===== src/rtl/serial_adder_pkg.sv =====
// Shared constants for the bit-serial adder.
// State encoding and default operand width.
package serial_adder_pkg;

  localparam int DEF_WIDTH = 8;

  localparam logic [1:0] IDLE = 2'd0;
  localparam logic [1:0] ADD  = 2'd1;
  localparam logic [1:0] DONE = 2'd2;

endpackage


===== src/rtl/full_adder.sv =====
// Full adder built from two half adder cells.
// Carry-out is the OR of both partial carries.
module full_adder (
  input  logic i_a,
  input  logic i_b,
  input  logic i_cin,
  output logic sum,
  output logic carry
);

  logic w_s1;
  logic w_carry1;
  logic w_carry2;

  half_adder u_ha0 (
    .i_a   (i_a),
    .i_b   (i_b),
    .sum   (w_s1),
    .carry (w_carry1)
  );

  half_adder u_ha1 (
    .i_a   (w_s1),
    .i_b   (i_cin),
    .sum   (sum),
    .carry (w_carry2)
  );

  assign carry = w_carry1 | w_carry2;

endmodule


===== src/rtl/half_adder.sv =====
// Combinational half adder cell.
// Base building block of the adder family.
module half_adder (
  input  logic i_a,
  input  logic i_b,
  output logic sum,
  output logic carry
);

  assign sum   = i_a ^ i_b;
  assign carry = i_a & i_b;

endmodule


===== src/rtl/serial_adder.sv =====
// Bit-serial WIDTH-bit adder, LSB first, one bit per clock.
// Result {carry,sum} is registered and held until the next completion.
module serial_adder
  import serial_adder_pkg::*;
#(
  parameter int WIDTH = DEF_WIDTH
) (
  input  logic             i_clk,
  input  logic             i_rst_n,
  input  logic             i_start,
  input  logic [WIDTH-1:0] i_a,
  input  logic [WIDTH-1:0] i_b,
  output logic             o_busy,
  output logic             o_done,
  output logic [WIDTH-1:0] o_sum,
  output logic             o_carry
);

  localparam int CW = $clog2(WIDTH);
  localparam logic [CW-1:0] LAST = CW'(WIDTH - 1);

  logic [1:0]       r_state;
  logic [CW-1:0]    r_cnt;
  logic [WIDTH-1:0] r_a_sr;
  logic [WIDTH-1:0] r_b_sr;
  logic [WIDTH-1:0] r_sum_sr;
  logic             r_c_reg;
  logic             r_busy;
  logic             r_done;
  logic [WIDTH-1:0] r_sum;
  logic             r_carry;

  logic             w_s;
  logic             w_cout;
  logic [WIDTH-1:0] w_sum_next;

  full_adder u_fa (
    .i_a   (r_a_sr[0]),
    .i_b   (r_b_sr[0]),
    .i_cin (r_c_reg),
    .sum   (w_s),
    .carry (w_cout)
  );

  assign w_sum_next = {w_s, r_sum_sr[WIDTH-1:1]};

  always_ff @(posedge i_clk or negedge i_rst_n) begin
    if (!i_rst_n) begin
      r_state  <= IDLE;
      r_cnt    <= '0;
      r_a_sr   <= '0;
      r_b_sr   <= '0;
      r_sum_sr <= '0;
      r_c_reg  <= 1'b0;
      r_busy   <= 1'b0;
      r_done   <= 1'b0;
      r_sum    <= '0;
      r_carry  <= 1'b0;
    end else begin
      case (r_state)
        IDLE: begin
          if (i_start) begin
            r_a_sr  <= i_a;
            r_b_sr  <= i_b;
            r_c_reg <= 1'b0;
            r_cnt   <= '0;
            r_busy  <= 1'b1;
            r_state <= ADD;
          end
        end
        ADD: begin
          r_sum_sr <= w_sum_next;
          r_a_sr   <= r_a_sr >> 1;
          r_b_sr   <= r_b_sr >> 1;
          r_c_reg  <= w_cout;
          r_cnt    <= r_cnt + 1'b1;
          // Final bit: publish result together with done.
          if (r_cnt == LAST) begin
            r_sum   <= w_sum_next;
            r_carry <= w_cout;
            r_busy  <= 1'b0;
            r_done  <= 1'b1;
            r_state <= DONE;
          end
        end
        DONE: begin
          r_done  <= 1'b0;
          r_state <= IDLE;
        end
        default: begin
          r_busy  <= 1'b0;
          r_done  <= 1'b0;
          r_state <= IDLE;
        end
      endcase
    end
  end

  assign o_busy  = r_busy;
  assign o_done  = r_done;
  assign o_sum   = r_sum;
  assign o_carry = r_carry;

endmodule


===== config.mk =====
export PLATFORM = sky130hd
export DESIGN_NAME = serial_adder
export DESIGN_NICKNAME = d
export VERILOG_FILES = /design/src/rtl/serial_adder_pkg.sv /design/src/rtl/full_adder.sv /design/src/rtl/half_adder.sv /design/src/rtl/serial_adder.sv
export SDC_FILE = /design/constraint.sdc
export NUM_CORES = 1
export LEC_CHECK = 0
export ABC_CLOCK_PERIOD_IN_PS = 1800
export CAP_MARGIN = 40
export CORE_AREA = 2 2 64 60
export DETAILED_ROUTE_END_ITERATION = 12
export DIE_AREA = 0 0 66 62
export GPL_TIMING_DRIVEN = 0
export PLACE_DENSITY = 0.76
export SETUP_SLACK_MARGIN = 0.1
export SLEW_MARGIN = 30
export SYNTH_ARGS = -nofsm -noshare
export SYNTH_HDL_FRONTEND = slang
export SYNTH_SLANG_ARGS = --single-unit

===== constraint.sdc =====
create_clock -name i_clk -period 1.8 [get_ports i_clk]
set_clock_uncertainty 0.15 [all_clocks]
set_input_delay 0.36 -clock i_clk [delete_from_list [all_inputs] [get_ports i_clk]]
set_output_delay 0.36 -clock i_clk [all_outputs]
set_load 0.05 [all_outputs]

=== Yosys cells after proc, flatten, opt, wreduce, memory -nomap -nowiden ===
Index checks and enable logic that the tools add are counted.

* Flip-flop bits (word level): 41
* Word-level logic and storage cells: 46

* Add/sub/neg operators: 1
* Eq/ne operators: 5
* Muxes and demuxes: 16
* Bitwise gates (word level): 7
* Reduce and logical (&&, ||, !) cells: 7

{| class="wikitable"
|+ Operator list
! cell !! number
|-
| $pmux 8 s2 || 2
|-
| $mux 8 || 2
|-
| $reduce_and 2->1 || 4
|-
| $pmux 3 s2 || 1
|-
| $mux 1 || 4
|-
| $mux 2 || 2
|-
| $ne 2x2->1 const B || 2
|-
| $pmux 1 s2 || 2
|-
| $pmux 2 s2 || 1
|-
| $add 3x1->3 const B || 1
|-
| $eq 3x3->1 const B || 1
|-
| $mux 3 || 1
|-
| $pmux 1 s3 || 1
|-
| $reduce_and 3->1 || 1
|-
| $and 1x1->1 || 2
|-
| $eq 2x1->1 const B || 1
|-
| $eq 2x2->1 const B || 1
|-
| $logic_not 2->1 || 1
|-
| $not 1->1 || 2
|-
| $reduce_bool 2->1 || 1
|-
| $xor 1x1->1 || 2
|-
| $or 1x1->1 || 1
|}

=== Longest topological paths before layout ===
* Word-level depth: 4
* Mapped depth: 5
* Gate-level depth less buffers: 4

=== By module ===
A second synthesis with hierarchy kept.

* Cells, all modules: 152
* Area total of the unflattened synthesis: 1,779.2 um^2

{| class="wikitable"
|+ By module, submodules not included
! module !! times used !! cells each !! area each (um^2) !! sequential area each (um^2)
|-
| serial_adder || 1 || 149 || 1,747.9 || 1,001.0
|-
| half_adder || 2 || 1 || 12.5 || 0.0
|-
| full_adder || 1 || 1 || 6.3 || 0.0
|}

=== Worst setup path after synthesis ===
OpenSTA, ideal clock, no wires.

* Path kind: register -> register
* From: reg r_cnt[0]
* To: reg r_carry (netlist: o_carry)
* Setup time: 0.125 ns
* Data arrival time: 1.278 ns
* Setup slack: 0.248 ns
* Cell stages (with the launch flop): 5
* Buffers on the path: 0
* Path through: dfrtp_1 > ha_1 > ha_1 > nand2_2 > mux2_2

* Word-level cells in the longest chain between the ends: 2

{| class="wikitable"
|+ Ends and longest elaborated chain
! item !! RTL line !! RTL
|-
| start: declaration || serial_adder.sv:23 || <nowiki>logic [CW-1:0] r_cnt;</nowiki>
|-
| start signal: assignment || serial_adder.sv:76 || <nowiki>r_cnt <= r_cnt + 1'b1;</nowiki>
|-
| $eq 3x3->1 || serial_adder.sv:78 || <nowiki>if (r_cnt == LAST) begin</nowiki>
|-
| $reduce_and 2->1 (no line) || - ||
|-
| end signal: assignment || serial_adder.sv:80 || <nowiki>r_carry <= w_cout;</nowiki>
|-
| end: declaration || serial_adder.sv:31 || <nowiki>logic r_carry;</nowiki>
|}

No other way between the ends.
A chain may end at the register's enable or synchronous reset.

=== Final worst setup path ===
* From: reg r_sum[6] (netlist: o_sum[6])
* To: out o_sum[6]

{| class="wikitable"
|+ RTL lines
! item !! RTL line !! RTL
|-
| start: declaration || serial_adder.sv:30 || <nowiki>logic [WIDTH-1:0] r_sum;</nowiki>
|-
| start signal: assignment || serial_adder.sv:79 || <nowiki>r_sum <= w_sum_next;</nowiki>
|-
| end: declaration || serial_adder.sv:15 || <nowiki>output logic [WIDTH-1:0] o_sum,</nowiki>
|}

No word-level cell between the ends.

==> flow_summary_export.csv <==
group,metric,value,unit
power_and_ir_drop,ir_drop,772.8,µV
logic_synthesis,avgSynthCellArea,11.95,µm²
clocking,cts_max_path_buffers,2,
grt,grt_pass1_vias,1241,
sta,clock.fmax,0.6009,GHz
final_layout,layout_commonest_cell,"dfrtp_1",
grt,grt_overflow,0,
logic_synthesis,synth_warnings,0,
power_and_ir_drop,power_density,1816,nW/µm²
worst_setup_path,max_stage_delay,0.53,ns
route,first_iter_violations,94,
route,drtAntennaViolNets,0,
clocking,numCtsBuffers,5,
grt,use_met1,23.11,%
worst_setup_path,arrival,1.15,ns
grt,met3_usage,5.225,%
final_layout,nets,201,
run,max_cap_viol_count,0,
final_layout,fill_cells,302,
grt,top_usage_layer,"met2",
worst_setup_path,cp.depth,1,
clocking,cts_tree,"built",
die,fp.coreArea,3521,µm²
logic_synthesis,yosys.cell_types.count,24,
final_layout,final_cell_area,2160,µm²
worst_setup_path,setup.worst_path.start,"o_sum[6]",
power_and_ir_drop,p_switching,1.502,mW
final_layout,num_antenna_cells,0,
worst_setup_path,cp_slowest_cell,"dlygate4sd2_1",
power_and_ir_drop,power.share.clock,18.0,%
worst_setup_path,cp_top_family,"buffers and inverters",
route,first_pass_iters,4,
logic_synthesis,synth_cells,142,
worst_setup_path,r2r_cells,4,
sta,hold_viol,0,
clocking,cts-htree-levels,2,
clocking,clkSinkCount,40,
route,vias_per_cell,5.363,
worst_setup_path,r2r_start,"r_cnt[0]",
worst_setup_path,critPathLaunchType,"flip-flop",
sta,rsz0062_at_grt,"yes",
worst_setup_path,worstPathRequired,1.29,ns
worst_setup_path,cp_cell_sequence,"dlygate4sd2_1",
grt,grt_max_degree,30,
sta,finalWorstSetupSlack,0.1358,ns
sta,drv_slew,0,
final_layout,area_growth_syn_to_layout,27.29,%
logic_synthesis,ys_seq_elements,40,
power_and_ir_drop,switching_share,38.30,%
grt,track_usage,18.14,%
clocking,root_buffer,"clkbuf_8",
placement,placedInstanceArea,2049,µm²
die,die_x,66,µm
logic_synthesis,seq_area_frac_synth,59.00,%
clocking,clk_pin_slew,0.07,ns
worst_setup_path,cp.buffers_inverters,1,
sta,period_minus_slack,1.664,ns
die,die_y,62,µm
status,outcome,"finished, final reports clean",
power_and_ir_drop,internal-power,2.420,mW
worst_hold_path,min_path_cells,3,
worst_hold_path,hp-start,"i_start",
placement,globalplace.congestion,0.7622,
logic_synthesis,synthesis.nets,164,
final_layout,drive_above_1_share,22.78,%
route,drc_errors,0,
grt,grtUsageMet2,29.58,%
route,wl_per_cell,14.38,µm
worst_setup_path,cp-end-kind,"output port",
placement,dp_hpwl,2.302,mm
sta,setup_viol,0,
grt,antenna_found_initial,0,
placement,place_ws,0.1140,ns
die,die_area,4092,µm²
route,routed_wl,3.250,mm
die,num_rows,21,
worst_setup_path,crit_type,"flip-flop to output port",
power_and_ir_drop,cellLeakagePower,0.9820,nW
sta,tightest_slew,0.4865,ns
power_and_ir_drop,combPwrFrac,41.9,%
logic_synthesis,netlist_area,1697,µm²
final_layout,final_cell_mix,"dfrtp_1, nand2_1, clkdlybuf4s50_1",
sta,slew_headroom,67.69,%
route,vias,1212,
die,initial_core_util,48.19,%
sta,fin_crit_sh,92.45,%
clocking,clock_latency,0.29,ns
worst_hold_path,hp-class,"input pin to flip-flop",
power_and_ir_drop,seqPwrFrac,40.1,%
placement,port_buffers,28,
die,ios,30,
clocking,cts_setup_buffers,0,
grt,grt_pass1_wl,5.464,mm
worst_setup_path,critPathMaxFanout,2,
-- cell type report --
cell class	count	area, µm²	area share (%)
inverter	2	7.507	0.3476
timing repair buffer	30	292.8	13.56
tap	46	57.56	2.665
clock inverter	2	35.03	1.622
multi-input combinational	91	648.1	30.01
buffer	9	45.04	2.086
clock buffer	6	72.57	3.360
sequential	40	1001	46.35
-- logic make-up (layout without fill, tap and decap cells) --
group,after synthesis,in the layout,share of synthesized area [%]
flops,40,40,59.00
mux,9,9,5.974
buf+inv,11,49,3.098
compound gates,28,28,14.31
simple gates,51,51,14.97
fa+ha+maj,3,3,2.655
-- routing by layer --
metal / part of all wire (%) / routed length, µm
met1: 46 / 1496
met2: 49 / 1579
met3: 3.7 / 119
met4: 1.7 / 55
met5: 0 / 0
-- per-stage QoR --
stage	cells	utilization [%]	setup TNS (ns)	hold WS (ns)	power, mW
CTS	226	61.30	0	0.3123	3.943
finish	226	61.34	0	0.3189	3.922
global route	226	61.34	0	0.3476	4.198
floorplan	142	-	0	-0.08559	2.773
global placement	216	57.78	-25.31	0.3071	3.215
detailed placement	217	58.21	0	0.1088	3.289
-- synthesized netlist by cell type --
cell	instances	area (µm²)
o21bai_1	1	7.510
o21ai_0	5	25.02
clkbuf_1	2	7.510
nor2b_1	2	12.51
o22ai_1	1	6.260
o221a_2	12	135.1
nand3b_1	12	90.09
ha_1	2	25.02
nand2b_1	3	18.77
nor2_1	7	26.28
fa_1	1	20.02
buf_2	6	30.03
inv_1	2	7.510
o21ba_2	1	10.01
a21oi_1	2	10.01
nand2_1	24	90.09
nor3_1	2	10.01
a22o_1	3	26.28
o21a_1	1	7.510
buf_4	1	7.510
mux2_2	9	101.4
dfrtp_1	40	1001
nand2_2	1	6.260
a211oi_1	2	15.01
-- what timing repair did --
action                                 CTS  global route
endpoints found under the hold margin   11             0
setup endpoints to repair               19            11
resized for setup                       12            11
hold buffers                             1             0
-- power by group through the flow --
| stage | Clock, mW | Combinational, mW | Sequential (mW) |
|---|---|---|---|
| 3_3_place_gp | 0 | 1.66 | 1.56 |
| 6_report | 0.707 | 1.64 | 1.57 |
| 4_1_cts | 0.719 | 1.66 | 1.57 |
| 2_1_floorplan | 0 | 0.882 | 1.89 |
| 3_5_place_dp | 0 | 1.71 | 1.58 |
| 5_1_grt | 0.759 | 1.82 | 1.61 |
-- final timing paths --
check / slack (ns) / endpoint
hold reg to reg: 0.34 / r_sum_sr[1]
setup / recovery: 0.14 / o_sum[6]
max in group asynchronous: 0.73 / o_carry
setup reg to reg: 0.16 / o_sum[1]
min in group asynchronous: 0.33 / o_sum[2]
hold / removal: 0.32 / r_state[0]
No activity file was read; power rests on OpenSTA's default activity.
